$ cat src/rtl/muldiv_pkg.sv
// Shared definitions for the EX-stage iterative multiply/divide sequencer.
// Optional build macro used by ex_muldiv_ctrl: MULDIV_EARLY_OUT_EN.
package muldiv_pkg;

    localparam int MULDIV_ITER = 32;

    typedef enum logic [1:0] {
        OP_MUL   = 2'b00,
        OP_MULHU = 2'b01,
        OP_DIVU  = 2'b10,
        OP_REMU  = 2'b11
    } muldiv_op_e;

    typedef enum logic [1:0] {
        ST_IDLE = 2'b00,
        ST_RUN  = 2'b01,
        ST_DONE = 2'b10
    } muldiv_state_e;

    // Divide ops share the upper encoding bit.
    function automatic logic op_is_div(input muldiv_op_e op);
        return op[1];
    endfunction

endpackage

$ cat src/rtl/ex_muldiv_ctrl_if.sv
// Pipeline <-> mul/div sequencer handshake bundle.
// master: EX pipeline side, slave: ex_muldiv_ctrl.
interface ex_muldiv_ctrl_if #(parameter int XLEN = 32);
    logic            start;
    logic [1:0]      op;
    logic [XLEN-1:0] A;
    logic [XLEN-1:0] B;
    logic            flush;
    logic            busy;
    logic            done;
    logic [XLEN-1:0] result;
    logic            stall;

    modport master (
        output start, op, A, B, flush,
        input  busy, done, result, stall
    );

    modport slave (
        input  start, op, A, B, flush,
        output busy, done, result, stall
    );
endinterface

$ cat src/rtl/muldiv_step.sv
// One combinational iteration of the shared mul/div datapath.
// work = {hi, lo}: multiply keeps the running product, divide keeps
// {remainder, quotient}.
module muldiv_step #(
    parameter int XLEN = 32
) (
    input  logic                    is_div,
    input  logic [$clog2(XLEN)-1:0] cnt,
    input  logic [XLEN-1:0]         opa,
    input  logic [XLEN-1:0]         opb,
    input  logic [2*XLEN-1:0]       work_in,
    output logic [2*XLEN-1:0]       work_out
);
    localparam int CW = $clog2(XLEN);

    logic [XLEN-1:0] hi, lo;
    logic [XLEN:0]   msum;
    logic [XLEN:0]   rem_sh;
    logic [XLEN:0]   diff;
    logic [CW-1:0]   didx;
    logic            qbit;
    logic [XLEN-1:0] new_hi;

    assign hi   = work_in[2*XLEN-1:XLEN];
    assign lo   = work_in[XLEN-1:0];
    assign didx = CW'(XLEN-1) - cnt;

    // Multiply: add multiplicand on multiplier bit cnt, shift product right.
    // Divide: shift in dividend bit (MSB first), trial subtract, restore on borrow.
    always_comb begin
        msum   = {1'b0, hi} + (opb[cnt] ? {1'b0, opa} : '0);
        rem_sh = {hi, opa[didx]};
        diff   = rem_sh - {1'b0, opb};
        qbit   = ~diff[XLEN];
        new_hi = qbit ? diff[XLEN-1:0] : rem_sh[XLEN-1:0];
        if (is_div)
            work_out = {new_hi, lo[XLEN-2:0], qbit};
        else
            work_out = {msum, lo[XLEN-1:1]};
    end
endmodule

$ cat src/rtl/ex_muldiv_ctrl.sv
// EX-stage iterative sequencer for MUL/MULHU/DIVU/REMU (unsigned).
// XLEN iterations per op, registered result, pipeline stall while busy.
// Build macro: MULDIV_EARLY_OUT_EN -- B==0 skips RUN and completes in one cycle.
module ex_muldiv_ctrl
    import muldiv_pkg::*;
#(
    parameter int XLEN = MULDIV_ITER
) (
    input  logic clk,
    input  logic reset,
    ex_muldiv_ctrl_if.slave bus
);
    localparam int CW = $clog2(XLEN);

    muldiv_state_e   state;
    muldiv_op_e      op_q;
    logic [CW-1:0]   cnt;
    logic [XLEN-1:0] a_q, b_q;
    logic [2*XLEN-1:0] work, work_nxt;
    logic [XLEN-1:0] result_q, res_sel;
    logic            busy_q, done_q;
    logic            accept;

    assign accept     = bus.start & ~bus.flush & (state != ST_RUN);
    // A start accepted from DONE lets the pipeline advance; from IDLE it stalls.
    assign bus.stall  = accept ? (state != ST_DONE) : busy_q;
    assign bus.busy   = busy_q;
    assign bus.done   = done_q;
    assign bus.result = result_q;

    muldiv_step #(.XLEN(XLEN)) u_step (
        .is_div   (op_is_div(op_q)),
        .cnt      (cnt),
        .opa      (a_q),
        .opb      (b_q),
        .work_in  (work),
        .work_out (work_nxt)
    );

    // Select final result from the last iteration's working register.
    always_comb begin
        res_sel = '0;
        case (op_q)
            OP_MUL:   res_sel = work_nxt[XLEN-1:0];
            OP_MULHU: res_sel = work_nxt[2*XLEN-1:XLEN];
            OP_DIVU:  res_sel = work_nxt[XLEN-1:0];
            OP_REMU:  res_sel = work_nxt[2*XLEN-1:XLEN];
            default:  res_sel = '0;
        endcase
    end

    // Sequencer FSM, iteration counter, operand/working/result registers.
    always_ff @(posedge clk or posedge reset) begin
        if (reset) begin
            state    <= ST_IDLE;
            op_q     <= OP_MUL;
            cnt      <= '0;
            a_q      <= '0;
            b_q      <= '0;
            work     <= '0;
            result_q <= '0;
            busy_q   <= 1'b0;
            done_q   <= 1'b0;
        end else begin
            done_q <= 1'b0;
            if (bus.flush) begin
                state  <= ST_IDLE;
                busy_q <= 1'b0;
            end else begin
                case (state)
                    ST_IDLE, ST_DONE: begin
                        if (bus.start) begin
                            op_q <= muldiv_op_e'(bus.op);
                            a_q  <= bus.A;
                            b_q  <= bus.B;
                            work <= '0;
                            cnt  <= '0;
`ifdef MULDIV_EARLY_OUT_EN
                            if (bus.B == '0) begin
                                state  <= ST_DONE;
                                busy_q <= 1'b0;
                                done_q <= 1'b1;
                                case (muldiv_op_e'(bus.op))
                                    OP_DIVU: result_q <= '1;
                                    OP_REMU: result_q <= bus.A;
                                    default: result_q <= '0;
                                endcase
                            end else begin
                                state  <= ST_RUN;
                                busy_q <= 1'b1;
                            end
`else
                            state  <= ST_RUN;
                            busy_q <= 1'b1;
`endif
                        end else begin
                            state  <= ST_IDLE;
                            busy_q <= 1'b0;
                        end
                    end
                    ST_RUN: begin
                        work <= work_nxt;
                        cnt  <= cnt + 1'b1;
                        if (cnt == CW'(XLEN-1)) begin
                            state    <= ST_DONE;
                            busy_q   <= 1'b0;
                            done_q   <= 1'b1;
                            result_q <= res_sel;
                        end
                    end
                    default: begin
                        state  <= ST_IDLE;
                        busy_q <= 1'b0;
                    end
                endcase
            end
        end
    end
endmodule

$ cat src/flat_wrapper.sv
// flat-port wrapper written by rule: the top's interface ports become plain ports
module ex_muldiv_ctrl_flat import muldiv_pkg::*;
#(
    parameter int XLEN = MULDIV_ITER
)
  (clk, reset, bus_start, bus_op, bus_A, bus_B, bus_flush, bus_busy, bus_done, bus_result, bus_stall);
  ex_muldiv_ctrl_if #(.XLEN(XLEN)) bus_i ();
  input  logic clk;
  input  logic reset;
  input wire logic [$bits(bus_i.start)-1:0] bus_start;
  input wire logic [$bits(bus_i.op)-1:0] bus_op;
  input wire logic [$bits(bus_i.A)-1:0] bus_A;
  input wire logic [$bits(bus_i.B)-1:0] bus_B;
  input wire logic [$bits(bus_i.flush)-1:0] bus_flush;
  output wire logic [$bits(bus_i.busy)-1:0] bus_busy;
  output wire logic [$bits(bus_i.done)-1:0] bus_done;
  output wire logic [$bits(bus_i.result)-1:0] bus_result;
  output wire logic [$bits(bus_i.stall)-1:0] bus_stall;
  assign bus_i.start = bus_start;
  assign bus_i.op = bus_op;
  assign bus_i.A = bus_A;
  assign bus_i.B = bus_B;
  assign bus_i.flush = bus_flush;
  assign bus_busy = bus_i.busy;
  assign bus_done = bus_i.done;
  assign bus_result = bus_i.result;
  assign bus_stall = bus_i.stall;
  ex_muldiv_ctrl #(.XLEN(XLEN)) u_core (.clk(clk), .reset(reset), .bus(bus_i));
endmodule
$ cat config.mk
export PLATFORM = sky130hd
export DESIGN_NAME = ex_muldiv_ctrl_flat
export DESIGN_NICKNAME = d
export VERILOG_FILES = /design/src/rtl/muldiv_pkg.sv /design/src/rtl/ex_muldiv_ctrl_if.sv /design/src/rtl/muldiv_step.sv /design/src/rtl/ex_muldiv_ctrl.sv /design/src/flat_wrapper.sv
export SDC_FILE = /design/constraint.sdc
export NUM_CORES = 1
export LEC_CHECK = 0
export ABC_AREA = 1
export BUFFER_PORTS_ARGS = -buffer_cell sky130_fd_sc_hd__clkbuf_2
export CORE_ASPECT_RATIO = 2
export CORE_MARGIN = 8
export CORE_UTILIZATION = 55
export CTS_CLUSTER_DIAMETER = 80
export DETAILED_ROUTE_END_ITERATION = 12
export PLACE_DENSITY = 0.74
export SKIP_LAST_GASP = 1
export SLEW_MARGIN = 10
export SYNTH_ARGS = -nofsm -noshare
export SYNTH_HDL_FRONTEND = slang
export SYNTH_SLANG_ARGS = --single-unit
$ cat constraint.sdc
create_clock -name clk -period 5.62 [get_ports clk]
set_clock_uncertainty 0.2 [all_clocks]
set_input_delay 0.281 -clock clk [delete_from_list [all_inputs] [get_ports clk]]
set_output_delay 0.281 -clock clk [all_outputs]
set_load 0.01 [all_outputs]
==> impl_metrics.csv <==
group,metric,value,unit
outcome,status,"complete, no violations",
sta,hold_viol_final,0,
yosys,synthTopCellsByCount,"711 x nand2_1, 306 x inv_1, 220 x o21ai_0",
yosys,synth_edf_count,0,
sta,fmax,195.6,MHz
sta,hold_slack,0.05429,ns
worst_setup_path,crit_family,"simple AND/OR/NAND/NOR gates",
sta,final.min_clock_period,5.113,ns
worst_setup_path,rrSetupSlack,0.51,ns
worst_setup_path,slowest_stage,"dfrtp_1",
floorplan,num_io_pins,105,
yosys,syn_area,13490,µm²
finish,layout-drive-gt1-share,0.08011,
grt,grt_overflow_total,0,
floorplan,fp-row-count,81,
place,place.gp.congestion,1.074,
sta,finalSetupViolations,0,
min_path,hold_end,"u_core.state[1]$_DFFE_PP0P_",
worst_setup_path,cp.required,5.79,ns
route,drc,0,
worst_setup_path,cp-end-kind,"register",
cts,cts_buffers,17,
place,dp_hpwl,40800,µm
grt,grt_pass1_vias,14431,
worst_setup_path,cpPeakStageDelay,0.71,ns
power,power_density,501.9,nW/µm²
worst_setup_path,timing.critical_path.mode_cell,"nand2_1",
min_path,hold_path_depth,4,
cts,cts_max_level,4,
worst_setup_path,r2r_start,"u_core.cnt[1]$_DFFE_PP0P_",
route,wl_per_cell,20.63,µm
yosys,ys_async_sr_fraction,1.000,
floorplan,dieHeight,237.5,µm
cts,postCtsSetupBuffers,0,
min_path,min_path_type,"in2reg",
cts,cts_resized,0,
route,drt-initial-drc-count,1303,
sta,slew_headroom,0.1866,
sta,worst_slew_pin_slew,1.219,ns
floorplan,core_area,24320,µm²
yosys,syn_avg_cell_area,6.302,µm²
yosys,ys_ff_latch,170,
route,dr.pass1.iters,8,
route,drt_wl_total,52930,µm
finish,nets,2398,
yosys,syn_inst,2140,
grt,grt_max_degree,114,
worst_setup_path,critical_path_class,"reg2reg",
route,vias_per_cell,5.735,
worst_setup_path,critPathMaxFanout,40,
yosys,yosysTopAreaCell,"dfrtp_1",
route,antenna_left,0,
grt,grt_pass1_wl,80040,µm
yosys,syn_nets,2278,
floorplan,start_util,0.5545,
job,cap_violations,0,
cts,cts_buffer_depth,2,
cts,clock_latency,0.46,ns
worst_setup_path,arrival,5.28,ns
worst_setup_path,cp-start-kind,"register",
worst_setup_path,path_depth,26,
cts,cts_tree,"done",
sta,rsz0062_at_grt,"false",
grt,antenna_found_initial,2,
worst_setup_path,r2r_end,"u_core.work[63]$_DFFE_PP0P_",
yosys,ys.warnings.count,0,
sta,period_share,0.9097,
yosys,yosys.cell_types.count,40,
sta,slew_violations,0,
sta,setup_tns,0,ns
worst_setup_path,cp_num_buf_inv,2,
floorplan,die_w,126.7,µm
cts,cts_num_sinks,170,
yosys,ys.flop_type,"dfrtp_1",
cts,path_clk_slew,0.07,ns
finish,synthToLayoutAreaGrowth,13.51,%
yosys,yosysSeqAreaShare,0.3154,
power,ir_drop,0.0002659,V
cts,cts_root_buf,"clkbuf_16",
min_path,hp-start,"bus_flush",
floorplan,die-area,30090,µm²
route,vias,14709,
power,p_leak,0.008228,µW
place,portBuffers,104,
grt,track_usage,0.3525,
yosys,ys_top_cells_by_area,"dfrtp_1 32%, nand2_1 20%, inv_1 8.5%",
worst_setup_path,r2r_cells,26,
yosys,synth_most_common_cell,"nand2_1",
yosys,synth_top_area_share,0.3154,
==> timing repair <==
item | 4_1_cts | 5_1_grt
endpoints found under the hold margin | 124 | 0
hold buffers | 67 | 0
setup endpoints to repair | 0 | 0
==> report_power, final <==
part           switching (µW)  internal (µW)
clock network             575            586
logic                    3310           1450
registers                 311           1450
total                    4200           3480
==> final cells by class <==
class	count	area [µm²]
Clock inverter	13	132.6
Tap cell	290	362.8
Sequential cell	170	4255
Timing Repair Buffer	182	1274
Antenna cell	3	7.507
Fill cell	2304	9015
Inverter	307	1157
Multi-Input combinational cell	1582	7690
Clock buffer	18	429.2
==> logic make-up (layout without fill, tap and decap cells) <==
group	count (synthesis)	in the layout	synth area share
other cells	0	3	0
buf+inv	388	520	0.1161
simple gates	1123	1123	0.3480
xor+xnor	16	16	0.01039
compound gates	375	375	0.1459
fa+ha+maj	68	68	0.06420
flops	170	170	0.3154
==> cells in the final DEF, fill, tap and decap left out, types with 7 or more instances in the layout <==
cell type,instances
a21o_1,7
a21oi_1,116
buf_4,11
clkbuf_16,17
clkbuf_2,104
dfrtp_1,169
dlygate4sd3_1,67
ha_1,66
inv_1,304
nand2_1,711
nand2_2,7
nand3_1,169
nand3_2,11
nand3b_1,19
nand4_1,14
nor2_1,167
o21ai_0,220
xnor2_1,7
xor2_1,9
==> stage by stage <==
step	worst slack (ns)	power, µW	util	instances	cell area, µm²
finish	0.5074	7683	0.6294	2565	15310
global placement	0.8460	6312	0.5784	2464	14070
detailed placement	0.6882	6356	0.5784	2464	14070
floorplan	0.5356	5102	-	2140	13490
CTS	0.6239	7581	0.6291	2562	15300
global route	0.1230	8272	0.6293	2564	15310
==> registers in the layout (all words and copies together) (netlist names) <==
| signal | cells |
|---|---|
| u_core.cnt | 5 |
| u_core.a_q | 32 |
| u_core.b_q | 32 |
| u_core.work | 64 |
| u_core.state | 2 |
| u_core.bus.done | 1 |
| u_core.op_q | 2 |
| u_core.bus.result | 32 |
==> worst max-delay path by stage <==
| stage | from | end |
|---|---|---|
| after floorplan | reset | u_core.a_q[0]$_DFFE_PP0P_ |
| after global placement | u_core.cnt[1]$_DFFE_PP0P_ | u_core.work[63]$_DFFE_PP0P_ |
| after detailed placement | u_core.cnt[1]$_DFFE_PP0P_ | u_core.work[62]$_DFFE_PP0P_ |
| after CTS | u_core.cnt[1]$_DFFE_PP0P_ | u_core.work[63]$_DFFE_PP0P_ |
| after global routing | u_core.cnt[1]$_DFFE_PP0P_ | u_core.work[63]$_DFFE_PP0P_ |
| final | u_core.cnt[1]$_DFFE_PP0P_ | u_core.work[63]$_DFFE_PP0P_ |
==> tightest hold or removal path, stage by stage <==
cell and delay [ns]:
clkbuf_2 0.08, inv_1 0.04, nand2_1 0.21, nor2_1 0.07
==> metal layers <==
layer  vias to the layer above  part of all wire  GRT usage
met5                         -                 0          0
met4                         0             0.081     0.2728
met3                       169             0.046    0.04085
met2                       589              0.52     0.6357
met1                      6909              0.36     0.3638
li1                       7042                 -          -
Power figures use the tool's default switching activity.
